$ cat src/rtl/qam_symbol_mapper.sv
// Collects strobed serial bits into 4-QAM/16-QAM symbols and emits Gray-mapped signed I/Q amplitudes
// over a registered valid/ready interface. Optional macro QAM_SYNC_CLR_EN adds a sync_clr realign input.
module qam_symbol_mapper #(
    parameter int BITS_PER_SYM = 2,
    parameter int AMP_W        = 8,
    parameter int AMP_UNIT     = 32
) (
    input  logic                    clock,
    input  logic                    reset,
    input  logic                    data_in,
    input  logic                    data_strobe,
`ifdef QAM_SYNC_CLR_EN
    input  logic                    sync_clr,
`endif
    output logic signed [AMP_W-1:0] sym_i,
    output logic signed [AMP_W-1:0] sym_q,
    output logic                    sym_valid,
    input  logic                    sym_ready,
    output logic                    overrun,
    output logic [15:0]             sym_count
);

    localparam int CNT_W = (BITS_PER_SYM > 2) ? $clog2(BITS_PER_SYM) : 1;
    localparam logic [CNT_W-1:0] LAST_BIT = CNT_W'(BITS_PER_SYM - 1);
    localparam logic signed [AMP_W-1:0] AMP_1 = AMP_W'(AMP_UNIT);
    localparam logic signed [AMP_W-1:0] AMP_3 = AMP_W'(3 * AMP_UNIT);

    typedef enum logic {EMPTY, FULL} state_t;

    function automatic logic signed [AMP_W-1:0] map_lvl2(input logic b);
        return b ? AMP_1 : -AMP_1;
    endfunction

    // Gray order along the axis: 00, 01, 11, 10 from most negative to most positive.
    function automatic logic signed [AMP_W-1:0] map_lvl4(input logic [1:0] g);
        logic signed [AMP_W-1:0] a;
        case (g)
            2'b00:   a = -AMP_3;
            2'b01:   a = -AMP_1;
            2'b11:   a = AMP_1;
            default: a = AMP_3;
        endcase
        return a;
    endfunction

    logic                      clr;
    logic [BITS_PER_SYM-2:0]   shift_q, shift_d;
    logic [BITS_PER_SYM-1:0]   shift_nxt;
    logic [CNT_W-1:0]          bit_cnt_q, bit_cnt_d;
    logic                      complete;
    logic signed [AMP_W-1:0]   map_i, map_q;
    state_t                    state_q, state_d;
    logic signed [AMP_W-1:0]   sym_i_q, sym_i_d;
    logic signed [AMP_W-1:0]   sym_q_q, sym_q_d;
    logic                      overrun_q, overrun_d;
    logic [15:0]               count_q, count_d;

`ifdef QAM_SYNC_CLR_EN
    assign clr = sync_clr;
`else
    assign clr = 1'b0;
`endif

    // Only the first BITS_PER_SYM-1 bits need storing; the last bit is consumed straight from data_in.
    assign shift_nxt = {shift_q, data_in};

    always_comb begin
        shift_d   = shift_q;
        bit_cnt_d = bit_cnt_q;
        complete  = 1'b0;
        if (clr) begin
            shift_d   = '0;
            bit_cnt_d = '0;
        end else if (data_strobe) begin
            shift_d = shift_nxt[BITS_PER_SYM-2:0];
            if (bit_cnt_q == LAST_BIT) begin
                complete  = 1'b1;
                bit_cnt_d = '0;
            end else begin
                bit_cnt_d = bit_cnt_q + 1'b1;
            end
        end
    end

    if (BITS_PER_SYM == 4) begin : g_qam16
        assign map_i = map_lvl4(shift_nxt[3:2]);
        assign map_q = map_lvl4(shift_nxt[1:0]);
    end else begin : g_qam4
        assign map_i = map_lvl2(shift_nxt[1]);
        assign map_q = map_lvl2(shift_nxt[0]);
    end

    always_comb begin
        state_d   = state_q;
        sym_i_d   = sym_i_q;
        sym_q_d   = sym_q_q;
        overrun_d = overrun_q;
        count_d   = count_q;
        case (state_q)
            EMPTY: begin
                if (complete) begin
                    sym_i_d = map_i;
                    sym_q_d = map_q;
                    state_d = FULL;
                end
            end
            default: begin
                if (sym_ready) begin
                    count_d = count_q + 16'd1;
                    if (complete) begin
                        sym_i_d = map_i;
                        sym_q_d = map_q;
                    end else begin
                        state_d = EMPTY;
                    end
                end else if (complete) begin
                    overrun_d = 1'b1;
                end
            end
        endcase
    end

    always_ff @(posedge clock or negedge reset) begin
        if (!reset) begin
            shift_q   <= '0;
            bit_cnt_q <= '0;
            state_q   <= EMPTY;
            sym_i_q   <= '0;
            sym_q_q   <= '0;
            overrun_q <= 1'b0;
            count_q   <= '0;
        end else begin
            shift_q   <= shift_d;
            bit_cnt_q <= bit_cnt_d;
            state_q   <= state_d;
            sym_i_q   <= sym_i_d;
            sym_q_q   <= sym_q_d;
            overrun_q <= overrun_d;
            count_q   <= count_d;
        end
    end

    assign sym_i     = sym_i_q;
    assign sym_q     = sym_q_q;
    assign sym_valid = (state_q == FULL);
    assign overrun   = overrun_q;
    assign sym_count = count_q;

endmodule
$ cat config.mk
export PLATFORM = sky130hd
export DESIGN_NAME = qam_symbol_mapper
export DESIGN_NICKNAME = d
export VERILOG_FILES = /design/src/rtl/qam_symbol_mapper.sv
export SDC_FILE = /design/constraint.sdc
export NUM_CORES = 1
export LEC_CHECK = 0
export CORE_AREA = 10 10 60 62
export DETAILED_ROUTE_END_ITERATION = 16
export DIE_AREA = 0 0 70 72
export HOLD_SLACK_MARGIN = 0.02
export PLACE_DENSITY = 0.76
export SETUP_SLACK_MARGIN = 0.3
export SYNTH_ARGS = -nofsm -noshare
export SYNTH_HDL_FRONTEND = slang
export SYNTH_SLANG_ARGS = --single-unit
$ cat constraint.sdc
create_clock -name clock -period 2.4 [get_ports clock]
set_input_delay 0.36 -clock clock [delete_from_list [all_inputs] [get_ports clock]]
set_output_delay 0.36 -clock clock [all_outputs]
set_load 0.05 [all_outputs]
Word level (Yosys, flattened, before mapping)
Index checks and enable logic that the tools add are counted.
{"block": "word_totals", "reg_bits": 36, "input_bits": 5, "out_inout_bits": 34, "elab_cells": 27}
{"block": "classes", "addsub": 2, "n_eq_ne": 1, "muxes": 14, "bitwise": 1, "n_reduce_logical": 2}
{"cell": "2-to-1 mux 8 bit", "count": 8}
{"cell": "adder 16 x 1 -> 16 bit, second input constant", "count": 1}
{"cell": "2-to-1 mux 1 bit", "count": 6}
{"cell": "AND reduction 3 bit", "count": 1}
{"cell": "!= test 2 bit, second input constant", "count": 1}
{"cell": "AND reduction 2 bit", "count": 1}
{"cell": "adder 1 bit, second input constant", "count": 1}
{"cell": "NOT 1 bit", "count": 1}

Logic depth before layout (Yosys ltp)
Gate-level depths: netlist (run 1).
{"block": "depth", "ltp_word": 5, "depth_mapped": 5}

Least setup slack after synthesis (run 1)
Ideal clock, no wire load.
{"block": "synth_timing", "kind": "register to register", "start": "reg state_q (netlist: sym_valid)", "end": "reg count_q[12] (netlist: sym_count[12])", "arrival_ps": 1515, "required_ps": 2258, "slack_ps": 744, "stages_incl_launch_ff": 5, "path_buffers": 0, "period_less_slack_ps": 1656, "cell_sequence": "dfrtp_1 -> nand2_2 -> nor4_4 -> nand3_1 -> xnor2_1"}
{"block": "synth_between", "elab_chain_cells": 1}
{"item": "start: declaration", "line": "52", "source": "state_t state_q, state_d;"}
{"item": "start signal: assignment", "line": "135", "source": "state_q <= state_d;"}
{"item": "AND reduction 2 bit (no source line)"}
{"item": "end signal: assignment", "line": "139", "source": "count_q <= count_d;"}
{"item": "end: declaration", "line": "56", "source": "logic [15:0] count_q, count_d;"}
No other way between the ends.
A chain may end at the register's enable or synchronous reset.

Worst setup path in the final report (run 1)
{"block": "layout_timing", "start": "reg count_q[4] (netlist: sym_count[4])", "end": "out sym_count[4]"}
{"item": "end: declaration", "line": "20", "source": "output logic [15:0] sym_count"}
No word-level cell between the ends.

==> parameters.txt, run 1 <==
Parameter                              Value

Yosys
  Dominant register cell in the synthesized netlist ... sky130_fd_sc_hd__dfrtp_1
  Library cells used by synthesis ... 21
  Most common cell in the synthesized netlist ... sky130_fd_sc_hd__dfrtp_1
  Sequential element share of the synthesized area ... 54.1%
  Leading cell types by count after synthesis ... sky130_fd_sc_hd__dfrtp_1 (23), sky130_fd_sc_hd__buf_4 (13), sky130_fd_sc_hd__xnor2_1 (13)
  Total number of yosys warnings ... 0
  Number of enable-type register cells in the synthesized netlist ... 0
  Area leader, netlist ... sky130_fd_sc_hd__dfrtp_1
  Flip-flop and latch count after synthesis ... 23
  Average footprint of a synthesized cell ... 12.0 um2
  Largest cells by area after synthesis ... sky130_fd_sc_hd__dfrtp_1 (54%), sky130_fd_sc_hd__xnor2_1 (11%), sky130_fd_sc_hd__buf_4 (9.2%), sky130_fd_sc_hd__nor4_4 (4.0%), sky130_fd_sc_hd__nand3_1 (3.3%)
  Netlist Area Pre-Place ... 0.00106 mm2
  Cell count after synthesis ... 89
  Portion of synthesized cell area occupied by the leading cell type ... 54.1%
  Proportion of synthesized flip-flops having asynchronous set or reset ... 100%

Pwr
  Worst IR drop on VDD ... 0.000830 V
  Power Dens Cells ... 1030 mW/mm2
  Leakage power ... 0.588 nW
  Power, Total ... 0.00140 W

Routing
  Detailed Route Iter0 Violations ... 10
  Detailed Route WL ... 2.09 mm
  Mean number of vias per cell ... 4.59
  DRC violation count after routing ... 0
  Number of search-and-repair iterations in the first detailed-routing pass ... 2
  DR vias ... 679
  Wirelength per Cell ... 14.1 um
  ANT nets after route ... 0

Worst setup path
  Worst path max stage delay ... 850 ps
  Crit path max fanout ... 5
  Element type at the critical path end ... output port
  Worst path bufs/invs ... 1
  Top delay family on crit path ... buffers and inverters
  Critical path arrival ... 1630 ps
  Startpoint type of the worst setup path ... flop
  Crit-path slowest cell ... sky130_fd_sc_hd__clkdlybuf4s50_1
  Critical-path cell list ... clkdlybuf4s50_1
  Required time of the critical path ... 2040 ps
  Class of the most critical setup path ... reg -> out

Floorplan
  Chip Width ... 70 um
  Placeable core region ... 0.00243 mm2
  Height of the die ... 72 um
  Die ar. ... 0.00504 mm2
  Number of placement rows ... 18
  Total I/O pin count ... 39
  Starting density of the core ... 43.8%

Clock network
  CTS tree ... built
  H-tree depth reported by CTS ... 1
  Number of buffers inserted to repair setup after CTS ... 0
  Number of clock sinks ... 23
  Number of cells upsized or downsized after cts ... 0
  Root buffer cell ... sky130_fd_sc_hd__clkbuf_4
  CTS Buffer Depth ... 2
  Register clock-pin slew on the reported worst setup and hold paths ... 120 ps
  Worst-skew pair later-pin latency ... 300 ps
  Cts bufs inserted ... 3
  Hold Buf Count CTS ... 0

Placed design
  Global placement routability congestion ... 0.802
  Number of input and output port buffers inserted ... 28
  Post-DP HPWL ... 1.65 mm
  Area after detailed placement ... 0.00133 mm2

Global routing
  GRT Total Usage ... 8.40%
  Initial antenna violation count ... 0
  GRT Residual Overflow ... 0
  Number of global-route vias before repair ... 719
  First-pass GRT wire length ... 3.50 mm
  Pin count of the biggest net entering global routing ... 24

STA
  Count of pins over their slew limit ... 0
  Peak clock frequency supported by timing ... 504 MHz
  Worst max-slew margin expressed relative to the limit ... 65.4%
  Number of hold violations in the final report ... 0
  Final critical-path share of the clock period ... 82.7%
  Setup repair after global routing missed its margin ... no
  Shortest clock period the worst path allows after layout ... 1990 ps
  Aggregate negative setup slack ... 0 ps
  Final worst clock skew ... 6.11 ps
  Final-report setup violation count ... 0
  Slew at the pin with the worst max-slew slack ... 518 ps

Layout
  Net total in the final layout ... 125
  Final cell area excluding filler cells ... 0.00136 mm2
  Filler cell count in the final layout ... 219
  Post-synthesis to final-layout area growth ... 27.3%
  Antenna cell count ... 0
  Fraction of final layout cells with drive strength greater than 1 ... 8.47%

Worst hold path
  Class of the worst hold path ... in -> async

Run status
  Result of the run ... finished clean

Run
  Max-capacitance violation count ... 0
-- per-stage QoR --
stage / hold WS (ps) / instances / util (%) / setup slack [ps]
after global placement: 451 / 144 / 54.5 / 592
final: 387 / 148 / 55.7 / 414
after global routing: 383 / 148 / 55.7 / 342
after detailed placement: 462 / 144 / 54.5 / 573
after CTS: 385 / 148 / 55.6 / 363
after floorplan: 64.4 / 98 / - / 744
-- layer usage --
layer	GRT usage, %	wire, um	vias up
li1	-	-	334
met1	9.43	901	318
met2	12.4	948	25
met3	5.85	235	2
met4	2.85	6	0
met5	0	0	-
-- cell families (layout without fill, tap and decap cells) --
kind of cell	after synthesis	in the layout	share of synthesized area [%]
buffers and inverters	14	34	9.52
xor gates and xnor gates	16	16	13.2
adders and majority gates	1	1	1.17
and+or+nand+nor	29	29	18.0
muxes	2	2	2.12
other	1	10	0.352
AOI/OAI and AO/OA	3	3	1.65
DFF	23	23	54.1
-- cells in the final DEF, fill, tap and decap left out --
| master | netlist | final |
|---|---|---|
| sky130_fd_sc_hd__nor2_1 | 2 | 2 |
| sky130_fd_sc_hd__clkdlybuf4s50_1 | 0 | 27 |
| sky130_fd_sc_hd__xnor2_1 | 13 | 13 |
| sky130_fd_sc_hd__and3_1 | 1 | 1 |
| sky130_fd_sc_hd__dfrtp_1 | 23 | 23 |
| sky130_fd_sc_hd__nand3_1 | 7 | 7 |
| sky130_fd_sc_hd__mux2_2 | 2 | 2 |
| sky130_fd_sc_hd__nand4_4 | 1 | 1 |
| sky130_fd_sc_hd__xor2_1 | 3 | 3 |
| sky130_fd_sc_hd__clkbuf_4 | 0 | 3 |
| sky130_fd_sc_hd__nand2b_1 | 2 | 2 |
| sky130_fd_sc_hd__inv_1 | 1 | 1 |
| sky130_fd_sc_hd__nor3_1 | 1 | 1 |
| sky130_fd_sc_hd__nand2_1 | 9 | 9 |
| sky130_fd_sc_hd__buf_4 | 13 | 1 |
| sky130_fd_sc_hd__ha_1 | 1 | 1 |
| sky130_fd_sc_hd__nand2_2 | 1 | 1 |
| sky130_fd_sc_hd__nand4_1 | 2 | 2 |
| sky130_fd_sc_hd__nor4_4 | 2 | 2 |
| sky130_fd_sc_hd__o21bai_1 | 1 | 1 |
| sky130_fd_sc_hd__clkbuf_1 | 0 | 1 |
| sky130_fd_sc_hd__dlymetal6s2s_1 | 0 | 1 |
| sky130_fd_sc_hd__conb_1 | 1 | 10 |
| sky130_fd_sc_hd__and4_1 | 1 | 1 |
| sky130_fd_sc_hd__o21ai_0 | 2 | 2 |
-- sequential cells by signal (all words and copies together), names as in the netlist --
register   cells
bit_cnt_q      1
overrun        1
shift_q        1
sym_count     16
sym_i          1
sym_q          2
sym_valid      1
-- cell type report --
type / count / area (um2) / area share (%)
sequential: 23 / 576 / 42.5
multi-input combinational: 61 / 422 / 31.1
clock buffer: 4 / 26.3 / 1.94
tap: 30 / 37.5 / 2.77
inverter: 1 / 3.75 / 0.277
timing repair buffer: 29 / 290 / 21.4
-- power by group --
group / total [W] / switching (W) / internal (W)
clock network: 0.000175 / 0.000110 / 0.0000648
registers: 0.000558 / 0.0000909 / 0.000467
logic: 0.000667 / 0.000457 / 0.000210
-- final timing paths --
path | to | from | depth (start not counted) | slack (ps)
setup / recovery | sym_count[4] | sym_count[4] | 1 | 410
hold / removal | sym_count[12] | reset | 2 | 390
setup reg to reg | sym_count[10] | sym_count[3] | 4 | 980
hold reg to reg | sym_i[6] | shift_q | 1 | 480
max in group asynchronous | sym_q[6] | reset | 2 | 1780
min in group clock | sym_i[6] | shift_q | 1 | 480
No activity file was read; power rests on OpenSTA's default activity.
==> run 2: changes to the inputs <==
- CORE_AREA: 10 10 60 62 -> 10 10 61 63
- DIE_AREA: 0 0 70 72 -> 0 0 71 73
- PLACE_DENSITY: 0.76 -> 0.74
- clock period: 2.4 -> 2.05 ns (I/O delays scaled with it)
==> run 2 against run 1 <==
Effect of this change:
- clock skew is 5.5 ps lower
- die area is 2.8% higher
- power is 12% higher
- largest power group unchanged
- via count is 0.29% lower
==> parameters.txt, run 2 (synthesis results as in run 1) <==
Parameter                              Value

Run status
  Result of the run ... finished clean

Floorplan
  Starting density of the core ... 40.7%
  Height of the die ... 73 um
  Chip Width ... 71 um
  Die ar. ... 0.00518 mm2
  Total I/O pin count ... 39
  Number of placement rows ... 19
  Placeable core region ... 0.00262 mm2

Layout
  Most frequent cells in the layout ... sky130_fd_sc_hd__dlygate4sd2_1 (24), sky130_fd_sc_hd__dfrtp_1 (23), sky130_fd_sc_hd__xnor2_1 (13), sky130_fd_sc_hd__conb_1 (10), sky130_fd_sc_hd__nand2_1 (9)
  Net total in the final layout ... 125
  Fraction of final layout cells with drive strength greater than 1 ... 8.47%
  Largest register FFs ... 16
  Post-synthesis to final-layout area growth ... 24.3%
  Post-layout util ... 50.6%
  Antenna cell count ... 0
  Most frequent standard cell in the layout excluding fill and tap cells ... sky130_fd_sc_hd__dlygate4sd2_1

Worst setup path
  Worst-case register-to-register setup slack ... 630 ps
  Critical path arrival ... 1360 ps
  Total stage count of the critical path ... 1
  Critical-path cell list ... dlygate4sd2_1
  Top delay family on crit path ... buffers and inverters
  Class of the most critical setup path ... reg -> out
  Element type at the critical path end ... output port
  Worst reg2reg endpoint ... sym_count[10]
  Worst path bufs/invs ... 1
  Worst path max stage delay ... 570 ps
  Startpoint type of the worst setup path ... flop
  FF-to-FF path depth ... 4
  Launching point of the worst reg2reg path ... sym_count[3]
  Crit-path slowest cell ... sky130_fd_sc_hd__dlygate4sd2_1
  Required time of the critical path ... 1740 ps
  Crit path max fanout ... 6

Clock network
  CTS tree ... built
  Hold Buf Count CTS ... 0
  CTS Buffer Depth ... 2
  Register clock-pin slew on the reported worst setup and hold paths ... 120 ps
  Number of clock sinks ... 23
  Root buffer cell ... sky130_fd_sc_hd__clkbuf_4
  Cts bufs inserted ... 3
  H-tree depth reported by CTS ... 1
  Worst-skew pair later-pin latency ... 300 ps

STA
  Slew at the pin with the worst max-slew slack ... 513 ps
  Shortest clock period the worst path allows after layout ... 1670 ps
  Final worst clock skew ... 0.653 ps
  Peak clock frequency supported by timing ... 598 MHz
  Setup repair after global routing missed its margin ... no
  Worst max-slew margin expressed relative to the limit ... 65.9%
  Final critical-path share of the clock period ... 81.5%
  Number of hold violations in the final report ... 0
  Count of pins over their slew limit ... 0
  Aggregate negative setup slack ... 0 ps
  Final-report setup violation count ... 0

Global routing
  GRT Total Usage ... 8.35%
  Pin count of the biggest net entering global routing ... 24
  Number of global-route vias before repair ... 771
  First-pass GRT wire length ... 3.56 mm
  GRT Residual Overflow ... 0
  Initial antenna violation count ... 0

Pwr
  Worst IR drop on VDD ... 0.000977 V
  Leakage power ... 0.640 nW
  Power Dens Cells ... 1180 mW/mm2

Routing
  DR vias ... 677
  Wirelength per Cell ... 14.1 um
  Detailed Route Iter0 Violations ... 24
  Detailed Route WL ... 2.11 mm
  Mean number of vias per cell ... 4.54
  ANT nets after route ... 0
  Number of search-and-repair iterations in the first detailed-routing pass ... 2
  DRC violation count after routing ... 0

Run
  Max-capacitance violation count ... 0

Placed design
  Number of input and output port buffers inserted ... 28
  Global placement routability congestion ... 0.747
  Post-DP HPWL ... 1.70 mm

Worst hold path
  Class of the worst hold path ... in -> async
run 2: cell count changes in the layout (fill, tap and decap cells not counted):
cell and delta:
sky130_fd_sc_hd__dlymetal6s2s_1 -1, sky130_fd_sc_hd__dlygate4sd2_1 +24, sky130_fd_sc_hd__clkdlybuf4s50_1 -23
run 2: layout make-up:
| cell class | count | area, um2 |
|---|---|---|
| Sequential cell | 23 | 576 |
| Tap cell | 31 | 38.8 |
| Clock buffer | 4 | 26.3 |
| Multi-Input combinational cell | 61 | 422 |
| Timing Repair Buffer | 29 | 258 |
| Fill cell | 239 | 1290 |
| Inverter | 1 | 3.75 |
run 2: power breakdown:
part	switching [W]	internal (W)	total (W)
Clock	0.000128	0.0000758	0.000204
Combinational	0.000537	0.000176	0.000713
Sequential	0.000103	0.000547	0.000650
Total	0.000768	0.000799	0.00157
run 2: what timing repair did:
action / in CTS / in global routing
setup buffers: 0 / 0
setup endpoints to repair: 24 / 0
resized for setup: 24 / 0
run 2: worst max path at each step:
stage | slack [ps] | endpoint | startpoint
2_1_floorplan | 390 | sym_count[12] | sym_valid
3_3_place_gp | 260 | sym_count[10] | sym_ready
3_5_place_dp | 230 | sym_count[10] | sym_ready
4_1_cts | 350 | sym_count[3] | sym_count[3]
5_1_grt | 300 | sym_count[3] | sym_count[3]
6_report | 380 | sym_count[3] | sym_count[3]
run 2: metal layers:
layer  part of all wire, %  routed length [um]  vias up  global-route usage (%)
met4                  0.38                   8        0                    2.58
met5                     0                   0        -                       0
met2                    50                1060       23                    14.1
met3                    12                 256        2                    4.63
met1                    37                 779      318                    8.64
li1                      -                   -      334                       -
run 2: per-stage QoR:
stage / cell area [um2] / total power (W) / cells / worst slack, ps / hold slack (ps)
after global placement: 1330 / 0.00144 / 145 / 264 / 454
after detailed placement: 1330 / 0.00146 / 145 / 229 / 461
final: 1320 / 0.00157 / 149 / 378 / 347
after global routing: 1320 / 0.00166 / 149 / 302 / 374
after CTS: 1320 / 0.00159 / 149 / 347 / 350
after floorplan: 1100 / 0.00122 / 98 / 394 / 11.9
